File: config.mk
export PLATFORM = sky130hd
export DESIGN_NAME = tinker_fetch
export DESIGN_NICKNAME = d
export VERILOG_FILES = /design/src/rtl/tinker_pkg.sv /design/src/rtl/tinker_fetch_fifo.sv /design/src/rtl/tinker_fetch.sv
export SDC_FILE = /design/constraint.sdc
export NUM_CORES = 1
export LEC_CHECK = 0
export BUFFER_PORTS_ARGS = -buffer_cell sky130_fd_sc_hd__buf_4
export CAP_MARGIN = 25
export CORE_UTILIZATION = 59
export DETAILED_ROUTE_END_ITERATION = 16
export HOLD_SLACK_MARGIN = 0.12
export PLACE_DENSITY = 0.8
export REMOVE_ABC_BUFFERS = 1
export SLEW_MARGIN = 20
export SYNTH_ARGS = -nofsm -noshare
export SYNTH_HDL_FRONTEND = slang
export SYNTH_SLANG_ARGS = --single-unit
File: constraint.sdc
create_clock -name clk -period 15 [get_ports clk]
set_clock_uncertainty 0.15 [all_clocks]
set_input_delay 0.75 -clock clk [delete_from_list [all_inputs] [get_ports clk]]
set_output_delay 0.75 -clock clk [all_outputs]
set_load 0.02 [all_outputs]
File: src/rtl/tinker_pkg.sv
// -----------------------------------------------------------------------------
// tinker_pkg
// Shared definitions for the Tinker core front end: datapath widths, the
// instruction opcode map (also used by decode/execute), the fetch FSM state
// type and the instruction-buffer entry type.
// No ports (package).
// -----------------------------------------------------------------------------
package tinker_pkg;

    localparam int INSTR_W = 32;
    localparam int ADDR_W  = 64;

    // Opcode map, instruction[31:27]
    localparam logic [4:0] OP_AND    = 5'h00;
    localparam logic [4:0] OP_OR     = 5'h01;
    localparam logic [4:0] OP_XOR    = 5'h02;
    localparam logic [4:0] OP_NOT    = 5'h03;
    localparam logic [4:0] OP_SHFTR  = 5'h04;
    localparam logic [4:0] OP_SHFTRI = 5'h05;
    localparam logic [4:0] OP_SHFTL  = 5'h06;
    localparam logic [4:0] OP_SHFTLI = 5'h07;
    localparam logic [4:0] OP_BR     = 5'h08;
    localparam logic [4:0] OP_BRR    = 5'h09;
    localparam logic [4:0] OP_BRRL   = 5'h0a;
    localparam logic [4:0] OP_BRNZ   = 5'h0b;
    localparam logic [4:0] OP_CALL   = 5'h0c;
    localparam logic [4:0] OP_RETURN = 5'h0d;
    localparam logic [4:0] OP_BRGT   = 5'h0e;
    localparam logic [4:0] OP_PRIV   = 5'h0f;
    localparam logic [4:0] OP_ADD    = 5'h18;
    localparam logic [4:0] OP_ADDI   = 5'h19;
    localparam logic [4:0] OP_SUB    = 5'h1a;
    localparam logic [4:0] OP_SUBI   = 5'h1b;
    localparam logic [4:0] OP_MUL    = 5'h1c;
    localparam logic [4:0] OP_DIV    = 5'h1d;

    typedef enum logic {
        RUN   = 1'b0,
        FLUSH = 1'b1
    } fetch_state_t;

    // One buffered instruction together with the address it was fetched from.
    typedef struct packed {
        logic [ADDR_W-1:0]  pc;
        logic [INSTR_W-1:0] instr;
    } fetch_entry_t;

    function automatic logic [4:0] opcode_of(input logic [INSTR_W-1:0] instr);
        return instr[31:27];
    endfunction

endpackage

File: src/rtl/tinker_fetch_fifo.sv
// -----------------------------------------------------------------------------
// tinker_fetch_fifo
// Synchronous FIFO of {pc, instr} entries with flush. Reused for the decode
// queue. Head is read combinationally from storage (no output register).
// Ports:
//   clk, reset      clock, synchronous active-high reset
//   flush_i         empties the FIFO; wins over push/pop in the same cycle
//   push_i, push_data_i  write an entry (accepted when not full, or when a pop
//                   happens in the same cycle)
//   pop_i           remove the head entry (ignored when empty)
//   head_o          current head entry
//   count_o, full_o, empty_o  occupancy
// -----------------------------------------------------------------------------
module tinker_fetch_fifo
    import tinker_pkg::*;
#(
    parameter int DEPTH = 4,
    localparam int PTR_W = $clog2(DEPTH)
) (
    input  logic               clk,
    input  logic               reset,
    input  logic               flush_i,
    input  logic               push_i,
    input  fetch_entry_t       push_data_i,
    input  logic               pop_i,
    output fetch_entry_t       head_o,
    output logic [PTR_W:0]     count_o,
    output logic               full_o,
    output logic               empty_o
);

    fetch_entry_t         mem_q [DEPTH];
    logic [PTR_W-1:0]     wr_ptr_q;
    logic [PTR_W-1:0]     rd_ptr_q;
    logic [PTR_W:0]       count_q;
    logic                 pop_eff;
    logic                 push_eff;

    assign empty_o = (count_q == '0);
    assign full_o  = (count_q == (PTR_W+1)'(DEPTH));
    assign count_o = count_q;
    assign head_o  = mem_q[rd_ptr_q];

    // A push into a full FIFO is fine when the head leaves in the same cycle:
    // the write slot is the one being vacated, and the head read is pre-edge.
    assign pop_eff  = pop_i && !empty_o;
    assign push_eff = push_i && (!full_o || pop_eff);

    always_ff @(posedge clk) begin
        if (reset) begin
            wr_ptr_q <= '0;
            rd_ptr_q <= '0;
            count_q  <= '0;
            for (int i = 0; i < DEPTH; i++) begin
                mem_q[i] <= '0;
            end
        end else if (flush_i) begin
            wr_ptr_q <= '0;
            rd_ptr_q <= '0;
            count_q  <= '0;
        end else begin
            if (push_eff) begin
                mem_q[wr_ptr_q] <= push_data_i;
                wr_ptr_q        <= wr_ptr_q + 1'b1;
            end
            if (pop_eff) begin
                rd_ptr_q <= rd_ptr_q + 1'b1;
            end
            count_q <= count_q + (PTR_W+1)'(push_eff) - (PTR_W+1)'(pop_eff);
        end
    end

endmodule

File: src/rtl/tinker_fetch.sv
// -----------------------------------------------------------------------------
// tinker_fetch
// Instruction fetch unit: holds the PC, issues in-order word reads, buffers
// returned words with their PC and hands them to decode over valid/ready.
// Handshakes: a transfer happens on a cycle where valid && ready at posedge;
// valid never depends on ready of the same interface.
// Ports:
//   clk, reset                      clock, synchronous active-high reset
//   mem_req_valid/ready/addr        fetch request channel
//   mem_resp_valid/data             in-order read data, never back-pressured
//   instr_valid/ready, instruction, instr_pc   buffered word to the core
//   redirect_valid, redirect_pc     taken branch/jump: flush and refetch
//   halt                            stop issuing requests (buffer still drains)
//   dbg_state                       fetch FSM state, for observation only
// -----------------------------------------------------------------------------
module tinker_fetch
    import tinker_pkg::*;
#(
    parameter logic [63:0] RESET_PC   = 64'h2000,
    parameter int          FIFO_DEPTH = 4,
    localparam int         PTR_W      = $clog2(FIFO_DEPTH)
) (
    input  logic                clk,
    input  logic                reset,
    output logic                mem_req_valid,
    input  logic                mem_req_ready,
    output logic [ADDR_W-1:0]   mem_req_addr,
    input  logic                mem_resp_valid,
    input  logic [INSTR_W-1:0]  mem_resp_data,
    output logic                instr_valid,
    input  logic                instr_ready,
    output logic [INSTR_W-1:0]  instruction,
    output logic [ADDR_W-1:0]   instr_pc,
    input  logic                redirect_valid,
    input  logic [ADDR_W-1:0]   redirect_pc,
    input  logic                halt,
    output fetch_state_t        dbg_state
);

    logic [ADDR_W-1:0]  pc_q, pc_d;
    logic [ADDR_W-1:0]  resp_pc_q, resp_pc_d;
    logic [PTR_W:0]     outstanding_q, outstanding_d;
    logic [PTR_W:0]     discard_q, discard_d;
    fetch_state_t       state_q, state_d;

    logic [PTR_W:0]     fifo_count;
    logic               fifo_full;
    logic               fifo_empty;
    fetch_entry_t       fifo_head;
    fetch_entry_t       push_entry;
    logic               req_fire;
    logic               pop;
    logic               push;
    logic               drop_resp;
    logic               credit_ok;
    logic [ADDR_W-1:0]  redirect_target;

    // Credit: every request in flight already owns a buffer slot, so a
    // response can always be pushed.
    assign credit_ok       = ({1'b0, fifo_count} + {1'b0, outstanding_q}) < (PTR_W+2)'(FIFO_DEPTH);
    assign mem_req_valid   = !reset && !halt && !redirect_valid && credit_ok;
    assign mem_req_addr    = pc_q;
    assign req_fire        = mem_req_valid && mem_req_ready;
    assign instr_valid     = !fifo_empty;
    assign instruction     = fifo_head.instr;
    assign instr_pc        = fifo_head.pc;
    assign pop             = instr_valid && instr_ready;
    assign redirect_target = redirect_pc & ~64'h3;
    assign push            = mem_resp_valid && !drop_resp && !redirect_valid;
    assign push_entry      = '{pc: resp_pc_q, instr: mem_resp_data};
    assign dbg_state       = state_q;

    // State register and datapath registers
    always_ff @(posedge clk) begin
        if (reset) begin
            state_q       <= RUN;
            pc_q          <= RESET_PC;
            resp_pc_q     <= RESET_PC;
            outstanding_q <= '0;
            discard_q     <= '0;
        end else begin
            state_q       <= state_d;
            pc_q          <= pc_d;
            resp_pc_q     <= resp_pc_d;
            outstanding_q <= outstanding_d;
            discard_q     <= discard_d;
        end
    end

    // Datapath next values. Redirect overrides everything; the discard count
    // is taken from the already-updated outstanding count.
    always_comb begin
        outstanding_d = outstanding_q + (PTR_W+1)'(req_fire) - (PTR_W+1)'(mem_resp_valid);
        pc_d          = pc_q;
        resp_pc_d     = resp_pc_q;
        discard_d     = discard_q;
        if (req_fire) begin
            pc_d = pc_q + 64'd4;
        end
        if (push) begin
            resp_pc_d = resp_pc_q + 64'd4;
        end
        if (mem_resp_valid && drop_resp) begin
            discard_d = discard_q - 1'b1;
        end
        if (redirect_valid) begin
            pc_d      = redirect_target;
            resp_pc_d = redirect_target;
            discard_d = outstanding_d;
        end
    end

    // FSM next state: FLUSH exactly while stale responses remain to be dropped
    always_comb begin
        state_d = state_q;
        unique case (state_q)
            RUN: begin
                if (redirect_valid && outstanding_d != '0) begin
                    state_d = FLUSH;
                end
            end
            FLUSH: begin
                if (redirect_valid) begin
                    state_d = (outstanding_d != '0) ? FLUSH : RUN;
                end else if (discard_d == '0) begin
                    state_d = RUN;
                end
            end
            default: state_d = RUN;
        endcase
    end

    // FSM outputs
    always_comb begin
        drop_resp = 1'b0;
        unique case (state_q)
            RUN:     drop_resp = 1'b0;
            FLUSH:   drop_resp = 1'b1;
            default: drop_resp = 1'b0;
        endcase
    end

    tinker_fetch_fifo #(
        .DEPTH (FIFO_DEPTH)
    ) u_fifo (
        .clk         (clk),
        .reset       (reset),
        .flush_i     (redirect_valid),
        .push_i      (push),
        .push_data_i (push_entry),
        .pop_i       (pop),
        .head_o      (fifo_head),
        .count_o     (fifo_count),
        .full_o      (fifo_full),
        .empty_o     (fifo_empty)
    );

    a_resp_has_request: assert property (@(posedge clk) disable iff (reset)
        !(mem_resp_valid && outstanding_q == '0));
    a_count_bounded: assert property (@(posedge clk) disable iff (reset)
        fifo_count <= (PTR_W+1)'(FIFO_DEPTH));
    a_no_push_when_full: assert property (@(posedge clk) disable iff (reset)
        !(fifo_full && push && !pop));

endmodule
==> impl_metrics.ini <==
[status]
status = completed

[synth]
synth.yosys.seq_area_share_pct = 57.7
ys_async_sr_fraction_pct = 0
synthesis.instances = 2133
synthesis.area_sq_um = 24400
synth_top_flop_cell = sky130_fd_sc_hd__edfxtp_1
synth_seq_cells = 516
synth_enable_flop_cells = 376
yosysUniqueCellTypes = 88
yosys_warnings = 0
synth.avg_cell_area_sq_um = 11.5

[grt]
grt_util_met2_pct = 50.4
grt_pass1_vias = 17825
grt_antenna_before_repair = 0
largest_net_degree_at_the_start_of_global_routing = 81
first_pass_grt_wire_length_um = 100000
use_met3_pct = 5.18
grt.busiest_layer = met2
grt_util_met1_pct = 43.6
globalRoute.totalOverflow = 0
grt_usage_pct = 31.3

[placed_design]
dp_hpwl_um = 42100
io_buffer_count = 259
placer_congestion_estimate = 0.975

[flow_run]
drv_cap = 0

[floorplan]
design.portCount = 266
core.rowCount = 74
dieArea_sq_um = 42200
fp.dieH_um = 206
core-area_sq_um = 40800
floorplan.initialDensity_pct = 59.8
die_x_um = 206

[drt]
drt_pass1_iterations = 5
avgRoutedWirePerCell_um = 22.6
drt_wl_total_um = 65500
detailroute.via_count = 18275
routed_via_density = 6.30
post-route-drc-count = 0
drt_iter0_drc = 2108
antenna_violating_nets_post_route = 0

[worst_setup_path]
timing.setup.critical_path_class = register to register
critical_path_arrival_ns = 4.48
worstSetupEndpointType = register
crit_path_max_fanout = 60
crit_required_ns = 15.36
start_kind = register

[finish]
multi_input_comb_area_sq_um = 9270
area_growth_syn_to_layout_pct = 16.4
highest_count_cells_in_the_layout_ignoring_fill_and_taps = 376 x sky130_fd_sc_hd__edfxtp_1, 303 x sky130_fd_sc_hd__nor2_1, 291 x sky130_fd_sc_hd__buf_4
finish.utilization_pct = 69.7
ant_diodes = 0
register_area_sq_um = 14100
fillerInstances = 2878
fraction_of_layout_cells_with_a_size_suffix_above_1_pct = 21.3
nets = 2443
most_common_library_cell_in_the_layout_ignoring_fill_and_taps = sky130_fd_sc_hd__edfxtp_1

[sta]
finalSetupViolCount = 0
fmax_mhz = 243
timing_hold_violations_final = 0
period_share_pct = 27.5
whs_ns = 0.237
period_needed_ns = 4.12
totalNegativeSetupSlack_ns = 0
tightestPinTransition_ns = 1.02
maxSlewViolCount = 0
slew-limit-headroom_pct = 32.2
grt_setup_unrepaired = no

[clock_tree]
cts_htree_levels = 2
cts-buffers-inserted = 51
cts-root-buf = sky130_fd_sc_hd__clkbuf_16
clock_path_buffers = 3
worst_skew_pair.late_latency_ns = 0.60
postCtsResizedCells = 0
tritoncts_num_sinks = 516
cts_tree = yes
number_of_buffers_inserted_to_repair_setup_after_cts = 0
cts_stage_hold_buffer_count = 0
clk_pin_slew_worst_paths_ns = 0.06

[worst_hold_path]
holdCritPathClass = primary input to register

[power_and_ir_drop]
power_density_nw_per_um2 = 116
power.total_mw = 3.29
worst_ir_drop_vdd_mv = 0.0720
p_leak_nw = 11.1
==> worst max-delay path, cell delays in order (launching register included) <==
cell and delay [ns]:
sky130_fd_sc_hd__dfxtp_1 0.38, sky130_fd_sc_hd__ha_1 0.21, sky130_fd_sc_hd__nor4_1 0.27, sky130_fd_sc_hd__and4_2 0.26
sky130_fd_sc_hd__buf_4 0.51, sky130_fd_sc_hd__inv_2 0.04, sky130_fd_sc_hd__buf_4 0.33, sky130_fd_sc_hd__ha_1 0.38
sky130_fd_sc_hd__inv_1 0.04, sky130_fd_sc_hd__ha_1 0.19, sky130_fd_sc_hd__fa_1 0.52, sky130_fd_sc_hd__nand2b_1 0.11
sky130_fd_sc_hd__o31ai_1 0.09, sky130_fd_sc_hd__o21ai_0 0.11, sky130_fd_sc_hd__a21oi_1 0.09, sky130_fd_sc_hd__a311oi_1 0.25
==> cells by family after synthesis <==
group | Yosys count | share of synthesized area (%)
compound gates | 225 | 6.46
fa+ha+maj | 11 | 0.625
other cells | 1 | 0.0153
mux | 113 | 9.46
flops | 516 | 57.7
xor+xnor | 48 | 1.72
buf+inv | 285 | 4.72
simple gates | 934 | 19.3
==> synthesized netlist by cell type, types with 8 or more instances <==
master / number / area share, %
sky130_fd_sc_hd__edfxtp_1: 376 / 46
sky130_fd_sc_hd__nor2_1: 304 / 4.7
sky130_fd_sc_hd__nand2_1: 194 / 3.0
sky130_fd_sc_hd__dfxtp_1: 140 / 11
sky130_fd_sc_hd__inv_1: 129 / 2.0
sky130_fd_sc_hd__clkbuf_1: 104 / 1.6
sky130_fd_sc_hd__mux4_2: 94 / 8.7
sky130_fd_sc_hd__nand3_1: 71 / 1.5
sky130_fd_sc_hd__and2_1: 69 / 1.8
sky130_fd_sc_hd__nand4_1: 63 / 1.6
sky130_fd_sc_hd__nor4_1: 41 / 1.0
sky130_fd_sc_hd__a21oi_1: 39 / 0.80
sky130_fd_sc_hd__and3_1: 39 / 1.0
sky130_fd_sc_hd__nor3_1: 39 / 0.80
sky130_fd_sc_hd__o21ai_0: 34 / 0.70
sky130_fd_sc_hd__a211oi_1: 28 / 0.86
sky130_fd_sc_hd__xnor2_1: 27 / 0.97
sky130_fd_sc_hd__and4_1: 22 / 0.79
sky130_fd_sc_hd__xor2_1: 21 / 0.75
sky130_fd_sc_hd__buf_1: 20 / 0.31
sky130_fd_sc_hd__a31oi_1: 17 / 0.44
sky130_fd_sc_hd__mux2i_1: 16 / 0.66
sky130_fd_sc_hd__buf_2: 15 / 0.31
sky130_fd_sc_hd__a21boi_0: 14 / 0.43
sky130_fd_sc_hd__or3_1: 14 / 0.36
sky130_fd_sc_hd__or4_1: 12 / 0.37
sky130_fd_sc_hd__a2111oi_0: 11 / 0.39
sky130_fd_sc_hd__a221oi_1: 11 / 0.39
sky130_fd_sc_hd__ha_1: 9 / 0.46
sky130_fd_sc_hd__o211ai_1: 9 / 0.28
sky130_fd_sc_hd__a311oi_1: 8 / 0.29
==> metal layers <==
metal	routed length, um	vias to the layer above	share of wire [%]
li1	-	8226	-
met1	25800	8953	39
met2	31500	994	48
met3	6580	102	10
met4	1580	0	2.4
met5	0	-	0
==> through the flow <==
stage / std cells / worst slack, ns / cell area (sq um)
4_1_cts: 2901 / 10.96 / 28400
3_5_place_dp: 2807 / 10.38 / 26800
3_3_place_gp: 2804 / 10.39 / 26700
5_1_grt: 2902 / 10.59 / 28500
2_1_floorplan: 1982 / 3.43 / 23800
6_report: 2902 / 10.88 / 28500
==> power by group <==
part / switching [mW] / internal [mW]
sequential: 0.0654 / 1.61
combinational: 0.205 / 0.142
clock: 0.536 / 0.737
total: 0.806 / 2.49
==> final cells by class <==
| cell class | instances | share of cell area, % |
|---|---|---|
| multi-input cells | 1335 | 32.6 |
| repair buffers | 294 | 7.97 |
| well taps | 532 | 2.34 |
| inverters | 131 | 1.73 |
| clock inverters | 15 | 0.444 |
| flip-flops and latches | 516 | 49.6 |
| clock buffers | 79 | 5.40 |
==> worst paths after layout <==
kind | slack (ns) | endpoint | cells past startpoint | start
setup / recovery | 10.88 | dbg_state | 15 | u_fifo.count_o[1]
hold reg to reg | 0.37 | register | 2 | u_fifo.rd_ptr_q[0]
setup reg to reg | 10.88 | dbg_state | 15 | u_fifo.count_o[1]
hold / removal | 0.24 | mem_req_addr[39] | 3 | redirect_pc[39]
==> registers in the layout, summed over array words and instances, names as in the netlist, named ones only <==
register,flops
discard_q,3
outstanding_q,3
u_fifo.wr_ptr_q,2
u_fifo.mem_q,376
resp_pc_q,62
dbg_state,1
u_fifo.rd_ptr_q,2
u_fifo.count_o,3
mem_req_addr,62
Note: power is estimated with default switching activity, not from simulation.
